===== src/rtl/dmem_controller.sv =====
// Data-memory front-end: core/debug round-robin arbitration, sub-word stores as RMW, load extension.
// Optional debug port and arbitration enabled by defining DMEM_CTRL_DBG_PORT_EN.
package pkg_config;
  parameter int DATA_WIDTH = 32;
endpackage

module dmem_controller #(
  parameter int DATA_WIDTH = pkg_config::DATA_WIDTH,
  parameter int ADDR_WIDTH = 12
) (
  input  logic                  clk_i,
  input  logic                  rst_ni,
  input  logic                  c_req_i,
  input  logic                  c_we_i,
  input  logic [1:0]            c_size_i,
  input  logic                  c_unsigned_i,
  input  logic [ADDR_WIDTH-1:0] c_addr_i,
  input  logic [DATA_WIDTH-1:0] c_wdata_i,
  output logic                  c_gnt_o,
  output logic                  c_rvalid_o,
  output logic [DATA_WIDTH-1:0] c_rdata_o,
  output logic                  c_err_o,
  input  logic                  d_req_i,
  input  logic                  d_we_i,
  input  logic [ADDR_WIDTH-1:0] d_addr_i,
  input  logic [DATA_WIDTH-1:0] d_wdata_i,
  output logic                  d_gnt_o,
  output logic                  d_rvalid_o,
  output logic [DATA_WIDTH-1:0] d_rdata_o,
  output logic                  mem_we_o,
  output logic [ADDR_WIDTH-1:0] mem_addr_o,
  output logic [DATA_WIDTH-1:0] mem_wdata_o,
  input  logic [DATA_WIDTH-1:0] mem_rdata_i
);

  typedef enum logic [1:0] {IDLE = 2'd0, ACCESS = 2'd1, MERGE_WR = 2'd2} state_e;

  localparam logic [1:0] SizeByte = 2'b00;
  localparam logic [1:0] SizeHalf = 2'b01;
  localparam logic [1:0] SizeWord = 2'b10;

  state_e                state_q, state_d;
  logic                  src_q, src_d;
  logic                  we_q, we_d;
  logic [1:0]            size_q, size_d;
  logic                  uns_q, uns_d;
  logic [ADDR_WIDTH-1:0] addr_q, addr_d;
  logic [DATA_WIDTH-1:0] wdata_q, wdata_d;
  logic                  err_q, err_d;
  logic                  c_rvalid_q, c_rvalid_d;
  logic                  c_err_q, c_err_d;
  logic [DATA_WIDTH-1:0] c_rdata_q, c_rdata_d;
  logic                  d_rvalid_q, d_rvalid_d;
  logic [DATA_WIDTH-1:0] d_rdata_q, d_rdata_d;

  logic                  c_win, d_win, c_gnt, d_gnt, c_bad, mem_we;
  logic [DATA_WIDTH-1:0] lane_word, load_fmt, merged;
  logic                  unused_bits;

  assign c_bad = (c_size_i == 2'b11)
              || ((c_size_i == SizeHalf) && c_addr_i[0])
              || ((c_size_i == SizeWord) && (c_addr_i[1:0] != 2'b00));

`ifdef DMEM_CTRL_DBG_PORT_EN
  // rr_last_q = 1 when the debug port was granted last; reset favours the core
  logic rr_last_q, rr_last_d;

  assign c_win = c_req_i && (!d_req_i || rr_last_q);
  assign d_win = d_req_i && (!c_req_i || !rr_last_q);

  always_comb begin
    rr_last_d = rr_last_q;
    if (c_gnt) begin
      rr_last_d = 1'b0;
    end else if (d_gnt) begin
      rr_last_d = 1'b1;
    end
  end

  always_ff @(posedge clk_i or negedge rst_ni) begin
    if (!rst_ni) begin
      rr_last_q <= 1'b1;
    end else begin
      rr_last_q <= rr_last_d;
    end
  end

  assign d_gnt_o     = d_gnt;
  assign d_rvalid_o  = d_rvalid_q;
  assign d_rdata_o   = d_rdata_q;
  assign unused_bits = ^d_addr_i[1:0];
`else
  assign c_win       = c_req_i;
  assign d_win       = 1'b0;
  assign d_gnt_o     = 1'b0;
  assign d_rvalid_o  = 1'b0;
  assign d_rdata_o   = '0;
  assign unused_bits = ^{d_req_i, d_addr_i[1:0], d_rvalid_q, d_rdata_q};
`endif

  assign c_gnt = rst_ni && (state_q == IDLE) && c_win;
  assign d_gnt = rst_ni && (state_q == IDLE) && d_win;

  // Half-word lanes are 16-bit aligned, so one byte-granular shift serves both sizes
  always_comb begin
    lane_word = mem_rdata_i >> {addr_q[1:0], 3'b000};
    case (size_q)
      SizeByte: load_fmt = {{(DATA_WIDTH-8){~uns_q & lane_word[7]}}, lane_word[7:0]};
      SizeHalf: load_fmt = {{(DATA_WIDTH-16){~uns_q & lane_word[15]}}, lane_word[15:0]};
      default:  load_fmt = mem_rdata_i;
    endcase
    merged = mem_rdata_i;
    if (size_q == SizeByte) begin
      merged[{addr_q[1:0], 3'b000} +: 8] = wdata_q[7:0];
    end else begin
      merged[{addr_q[1], 4'b0000} +: 16] = wdata_q[15:0];
    end
  end

  always_comb begin
    state_d    = state_q;
    src_d      = src_q;
    we_d       = we_q;
    size_d     = size_q;
    uns_d      = uns_q;
    addr_d     = addr_q;
    wdata_d    = wdata_q;
    err_d      = err_q;
    c_rvalid_d = 1'b0;
    c_err_d    = 1'b0;
    c_rdata_d  = '0;
    d_rvalid_d = 1'b0;
    d_rdata_d  = '0;
    case (state_q)
      IDLE: begin
        if (c_gnt) begin
          src_d   = 1'b0;
          we_d    = c_we_i;
          size_d  = c_size_i;
          uns_d   = c_unsigned_i;
          addr_d  = c_addr_i;
          wdata_d = c_wdata_i;
          err_d   = c_bad;
          state_d = ACCESS;
        end else if (d_gnt) begin
          src_d   = 1'b1;
          we_d    = d_we_i;
          size_d  = SizeWord;
          uns_d   = 1'b0;
          addr_d  = {d_addr_i[ADDR_WIDTH-1:2], 2'b00};
          wdata_d = d_wdata_i;
          err_d   = 1'b0;
          state_d = ACCESS;
        end
      end
      ACCESS: begin
        state_d = IDLE;
        if (err_q) begin
          c_rvalid_d = 1'b1;
          c_err_d    = 1'b1;
        end else if (we_q && (size_q != SizeWord)) begin
          wdata_d = merged;
          state_d = MERGE_WR;
        end else if (src_q) begin
          d_rvalid_d = 1'b1;
          if (!we_q) d_rdata_d = mem_rdata_i;
        end else begin
          c_rvalid_d = 1'b1;
          if (!we_q) c_rdata_d = load_fmt;
        end
      end
      MERGE_WR: begin
        state_d    = IDLE;
        c_rvalid_d = 1'b1;
      end
      default: state_d = IDLE;
    endcase
  end

  always_ff @(posedge clk_i or negedge rst_ni) begin
    if (!rst_ni) begin
      state_q    <= IDLE;
      src_q      <= 1'b0;
      we_q       <= 1'b0;
      size_q     <= 2'b00;
      uns_q      <= 1'b0;
      addr_q     <= '0;
      wdata_q    <= '0;
      err_q      <= 1'b0;
      c_rvalid_q <= 1'b0;
      c_err_q    <= 1'b0;
      c_rdata_q  <= '0;
      d_rvalid_q <= 1'b0;
      d_rdata_q  <= '0;
    end else begin
      state_q    <= state_d;
      src_q      <= src_d;
      we_q       <= we_d;
      size_q     <= size_d;
      uns_q      <= uns_d;
      addr_q     <= addr_d;
      wdata_q    <= wdata_d;
      err_q      <= err_d;
      c_rvalid_q <= c_rvalid_d;
      c_err_q    <= c_err_d;
      c_rdata_q  <= c_rdata_d;
      d_rvalid_q <= d_rvalid_d;
      d_rdata_q  <= d_rdata_d;
    end
  end

  // Write strobe comes straight from registered state so an async reset kills it at once
  assign mem_we = (state_q == MERGE_WR)
               || ((state_q == ACCESS) && we_q && !err_q && (size_q == SizeWord));

  assign mem_we_o    = mem_we;
  assign mem_addr_o  = (state_q == IDLE) ? '0 : {addr_q[ADDR_WIDTH-1:2], 2'b00};
  assign mem_wdata_o = mem_we ? wdata_q : '0;
  assign c_gnt_o     = c_gnt;
  assign c_rvalid_o  = c_rvalid_q;
  assign c_err_o     = c_err_q;
  assign c_rdata_o   = c_rdata_q;

endmodule


===== config.mk =====
export PLATFORM = sky130hd
export DESIGN_NAME = dmem_controller
export DESIGN_NICKNAME = d
export VERILOG_FILES = /design/src/rtl/dmem_controller.sv
export SDC_FILE = /design/constraint.sdc
export NUM_CORES = 1
export LEC_CHECK = 0
export CAP_MARGIN = 0
export CORE_UTILIZATION = 41
export CTS_CLUSTER_SIZE = 40
export DETAILED_ROUTE_END_ITERATION = 8
export PLACE_DENSITY_LB_ADDON = 0.15
export SYNTH_ARGS = -nofsm -noshare
export SYNTH_HDL_FRONTEND = slang
export SYNTH_SLANG_ARGS = --single-unit

===== constraint.sdc =====
create_clock -name clk_i -period 3.3 [get_ports clk_i]
set_input_delay 0.99 -clock clk_i [delete_from_list [all_inputs] [get_ports clk_i]]
set_output_delay 0.99 -clock clk_i [all_outputs]
set_load 0.01 [all_outputs]

=== Word-level counts from Yosys, hierarchy flattened ===
Cells that the tools add are included.
Widths: inputs -> output; s select.

* Register bits: 85
* Bits in latches: 0
* Memory bits (writable): 0
* ROM bits: 0
* Input bits: 129
* Output and inout bits: 114
* Logic and storage cells: 72
* Memories kept: 0

* Add/sub/neg operators: 2
* Multiply operators: 0
* Div/mod/pow operators: 0
* Magnitude comparators: 0
* Eq/ne operators: 11
* Shifts and indexed selects: 5
* Muxes and demuxes: 23
* Bitwise gates (word level): 3
* Reductions and logical operators: 18

{| class="wikitable"
|+ Operators with widths
! kind !! count
|-
| $mux 32 || 9
|-
| $pmux 32 s2 || 2
|-
| $bwmux 32 || 2
|-
| $shift 16x7->32 const A || 1
|-
| $shift 8x7->32 const A || 1
|-
| $shiftx 16x7->32 || 1
|-
| $shiftx 8x7->32 || 1
|-
| $shr 32x5->16 || 1
|-
| $neg 5->7 || 2
|-
| $mux 12 || 1
|-
| $eq 2x2->1 const B || 4
|-
| $logic_and 1x1->1 || 8
|-
| $ne 2x2->1 const B || 4
|-
| $eq 2x1->1 const B || 3
|-
| $mux 2 || 3
|-
| $logic_not 2->1 || 2
|-
| $mux 1 || 4
|-
| $pmux 2 s2 || 1
|-
| $reduce_and 4->1 || 1
|-
| $reduce_bool 2->1 || 2
|-
| $logic_or 1x1->1 || 3
|-
| $and 1x1->1 || 2
|-
| $pmux 1 s2 || 1
|-
| $reduce_and 2->1 || 1
|-
| other kinds (2) || 2
|}

=== Depth between registers and ports, before layout ===
* Word-level depth: 7
* Gate-level depth with buffers: 9

=== Worst setup path after synthesis ===
Ideal clock, no wire load.

* Kind: input to output
* From: input c_req_i
* To: output c_gnt_o
* Data arrival time: 1678 ps
* Required time: 2310 ps
* Slack: 632 ps
* Stages on the path: 3
* Buffers on the path: 1
* Path through: nand3_1 inv_2 buf_1

* Longest elaborated chain between the ends: 1

{| class="wikitable"
|+ Ends and longest elaborated chain
! element !! RTL line !! RTL
|-
| start, declared || 13 || <nowiki>input logic c_req_i,</nowiki>
|-
| $logic_and 1x1->1 || 101 || <nowiki>assign c_gnt = rst_ni && (state_q == IDLE) && c_win;</nowiki>
|-
| end, declared || 19 || <nowiki>output logic c_gnt_o,</nowiki>
|}

No other way between the ends.

=== Worst setup path after layout ===
* From: register state_q[1]
* To: output mem_wdata_o[22]

* Longest elaborated chain between the ends: 6
* Elaborated cells on any way between the ends: 7
* Those cells by class: 2 x eq/ne; 1 x mux; 4 x reduce/logical

{| class="wikitable"
|+ Ends and longest elaborated chain
! element !! RTL line !! RTL
|-
| start, declared || 42 || <nowiki>state_e state_q, state_d;</nowiki>
|-
| start signal, assigned || 196 || <nowiki>state_q <= state_d;</nowiki>
|-
| $eq 2x1->1 || 214 || <nowiki>|| ((state_q == ACCESS) && we_q && !err_q && (size_q == SizeWord));</nowiki>
|-
| $logic_and 1x1->1 (3 in series) || 214 ||
|-
| $logic_or 1x1->1 * || 214 ||
|-
| $mux 32 * || 218 || <nowiki>assign mem_wdata_o = mem_we ? wdata_q : '0;</nowiki>
|-
| end, declared || 32 || <nowiki>output logic [DATA_WIDTH-1:0] mem_wdata_o,</nowiki>
|}

Mark *: on every way between the ends. The rest lies on a longest branch, timed or not.

==> metrics.md <==
| Metric | Value |
|---|---|
| Outcome | `complete, no violations` |
| Startpoint types | `register` |
| Slew @ Worst Pin | `1060 ps` |
| Crit. End Element | `output port` |
| Detailed-router iteration count before antenna repair | `5` |
| Cell taking the most area after synthesis | `dfrtp_1` |
| Static leakage | `0.00354 uW` |
| Final net count | `800` |
| Die ar. | `12700 um^2` |
| Library cells used by synthesis | `45` |
| Vias in the first global route | `4420` |
| Cells after synthesis | `504` |
| Register area | `2130 um^2` |
| Critical Path AT | `2220 ps` |
| Setup CP Type | `register to output port` |
| Total wire length | `16200 um` |
| Starting Density | `41.9%` |
| Fill cells | `1022` |
| Placer Congestion | `0.876` |
| Clock Tree Buf Depth | `2` |
| DP Wirelength | `11900 um` |
| Final Max Slew Viols | `0` |
| TritonCTS clock tree | `built` |
| Clk pin slew, worst setup/hold paths | `70 ps` |
| Setup Viol. Count Final | `0` |
| GRT overflow | `0` |
| Core area | `12000 um^2` |
| Worst Clk Skew | `6.73 ps` |
| Via count | `4486` |
| Post-synth top area share | `42.4%` |
| Initial DRC Count | `361` |
| Synth Register Bits | `85` |
| # H-tree levels | `3` |
| Asr flop ratio synth | `100%` |
| Vias/cell | `5.51` |
| WHS Path Cells | `1` |
| Req. time, crit path | `2310 ps` |
| # clock sinks | `85` |
| # Post-CTS Setup Buffers | `0` |
| Die height | `113 um` |
| Worst VDD drop | `0.416 mV` |
| Mapped cell area | `5010 um^2` |
| Top post-synthesis cells by area | `dfrtp_1 (42%), mux2_2 (7.2%), nor2b_1 (6.1%)` |
| Ys flop type | `dfrtp_1` |
| Total track usage | `25.9%` |
| Total I/O pin count | `243` |
| Rows | `40` |
| FMAX | `312 MHz` |
| Slew HR | `29.3%` |
| Remaining DRCs | `0` |
| Syn. warnings | `0` |
| Hold Path Class | `register to register` |
| Clock latency on the worst-skew pair | `340 ps` |
| Syn avg cell area | `9.95 um^2` |
| Final period util | `97.2%` |
| Largest net degree at the start of global routing | `49` |
| Worst r2r path cells | `7` |
| Multi-input logic area | `2590 um^2` |
| Cts hold-fix bufs | `0` |
| Global-route wire length before repair | `24700 um` |
| CTS Root Cell | `clkbuf_16` |
| Final min period | `3210 ps` |
| Critical Path Fanout Max | `33` |
| Number of enable flip-flop cells after synthesis | `0` |
| Die W | `113 um` |
| Antenna violations before repair | `0` |
| Num CTS Buffers | `9` |
| Antenna diode count | `0` |
| Post-DRT Antenna Nets | `0` |
| Final-report hold violation count | `0` |
| Share of layout cells above drive strength 1 | `12.1%` |
| Post-synthesis sequential area ratio | `42.4%` |
| Synth-to-Final Area Change | `41.5%` |
| Max cap viols | `0` |
| PD cells | `853 nW/um^2` |
| RSZ-0062 raised after global routing | `yes` |
| Final hold slack | `500 ps` |
| Wire per inst | `19.9 um` |
| Tot Pwr | `6050 uW` |
| I/O Buffers | `160` |
-- metal layers --
metal	track usage, %	up-vias	wire, um
li1	-	2074	-
met1	34.4	2171	6870
met2	41.6	206	7760
met3	4.10	35	967
met4	12.1	0	565
met5	0	-	0
-- flip-flops by register name, summed over array words and instances (netlist names) --
name / cells
addr_q: 12
c_err_o: 1
c_rdata_o: 32
c_rvalid_o: 1
err_q: 1
size_q: 2
state_q: 2
uns_q: 1
wdata_q: 32
we_q: 1
-- repair_timing --
| item | in CTS | in global routing |
|---|---|---|
| pin swaps | 0 | 0 |
| endpoints found under the setup margin | 32 | 33 |
| gates resized for setup | 3 | 27 |
-- power breakdown --
part,total (uW),leakage [uW],internal (uW),switching [uW]
logic,3210,0.00230,1490,1710
clock network,1120,0.000159,689,435
registers,1720,0.00109,1460,258
total,6050,0.00354,3650,2410
-- final cells by class --
type	instances	area share, %
Multi-Input combinational cell	375	36.6
Inverter	12	0.635
Clock buffer	10	3.37
Timing Repair Buffer	179	25.6
Sequential cell	85	30.0
Tap cell	147	2.59
Clock inverter	6	1.32
-- critical path, cell delays in order, from the launching register on --
cell             delay [ps]
dfrtp_1                 410
inv_1                   110
ha_1                    190
nor2b_4                 180
a31oi_2                 130
buf_12                  200
nor2b_1                 110
clkdlybuf4s50_1         540
-- cell usage after synthesis (all sizes together), types with 4 or more instances --
master  count
nor2       34
mux2       32
inv        10
or4b        5
o221ai      8
dfrtp      85
clkbuf     24
o21ai      36
o31ai      15
a21o       23
nor2b      49
and2        8
a221o       5
a21oi      24
and3        4
a22o       11
a221oi      8
ha          9
o31a        4
nand2      15
buf        43
a311oi      5
mux2i      16
nor3        4
-- layout by cell type (no fill, tap or decap), types with 16 or more instances in the layout --
| master | count |
|---|---|
| clkdlybuf4s50_1 | 134 |
| dfrtp_1 | 85 |
| nor2b_1 | 48 |
| o21ai_0 | 36 |
| conb_1 | 36 |
| nor2_1 | 34 |
| mux2_2 | 32 |
| a21oi_1 | 24 |
| dlymetal6s2s_1 | 24 |
| a21o_1 | 23 |
| buf_4 | 19 |
| mux2i_1 | 16 |
-- path summary, 6_finish.rpt --
path,start,endpoint,slack (ps)
min reg2reg,addr_q[7],addr_q[7],500
max,state_q[1],mem_wdata_o[22],90
max reg2reg,state_q[1],wdata_q[7],500
max in group asynchronous,rst_ni,wdata_q[6],1580
min in group asynchronous,rst_ni,wdata_q[23],730
min,addr_q[7],addr_q[7],500
-- per-stage QoR --
step / util (%) / area, um^2 / setup slack (ps) / cells / TNS, ps
2_1_floorplan: - / 5140 / 632 / 539 / 0
3_3_place_gp: 55.9 / 6680 / 93.9 / 798 / 0
3_5_place_dp: 55.9 / 6680 / 93.4 / 798 / 0
4_1_cts: 58.7 / 7020 / 18.1 / 814 / 0
5_1_grt: 59.3 / 7100 / -7.84 / 814 / -22.6
6_report: 59.3 / 7100 / 91.1 / 814 / 0
-- kinds of logic (layout without fill, tap and decap cells) --
kind of cell / after synthesis / in the layout / synth area share, %
compound gates: 152 / 152 / 21.3
fa+ha+maj: 9 / 9 / 2.25
buf+inv: 79 / 207 / 8.73
flops: 85 / 85 / 42.4
mux: 48 / 48 / 10.4
other cells: 1 / 36 / 0.0748
simple gates: 130 / 130 / 14.9
(Power assumes the default switching activity.)
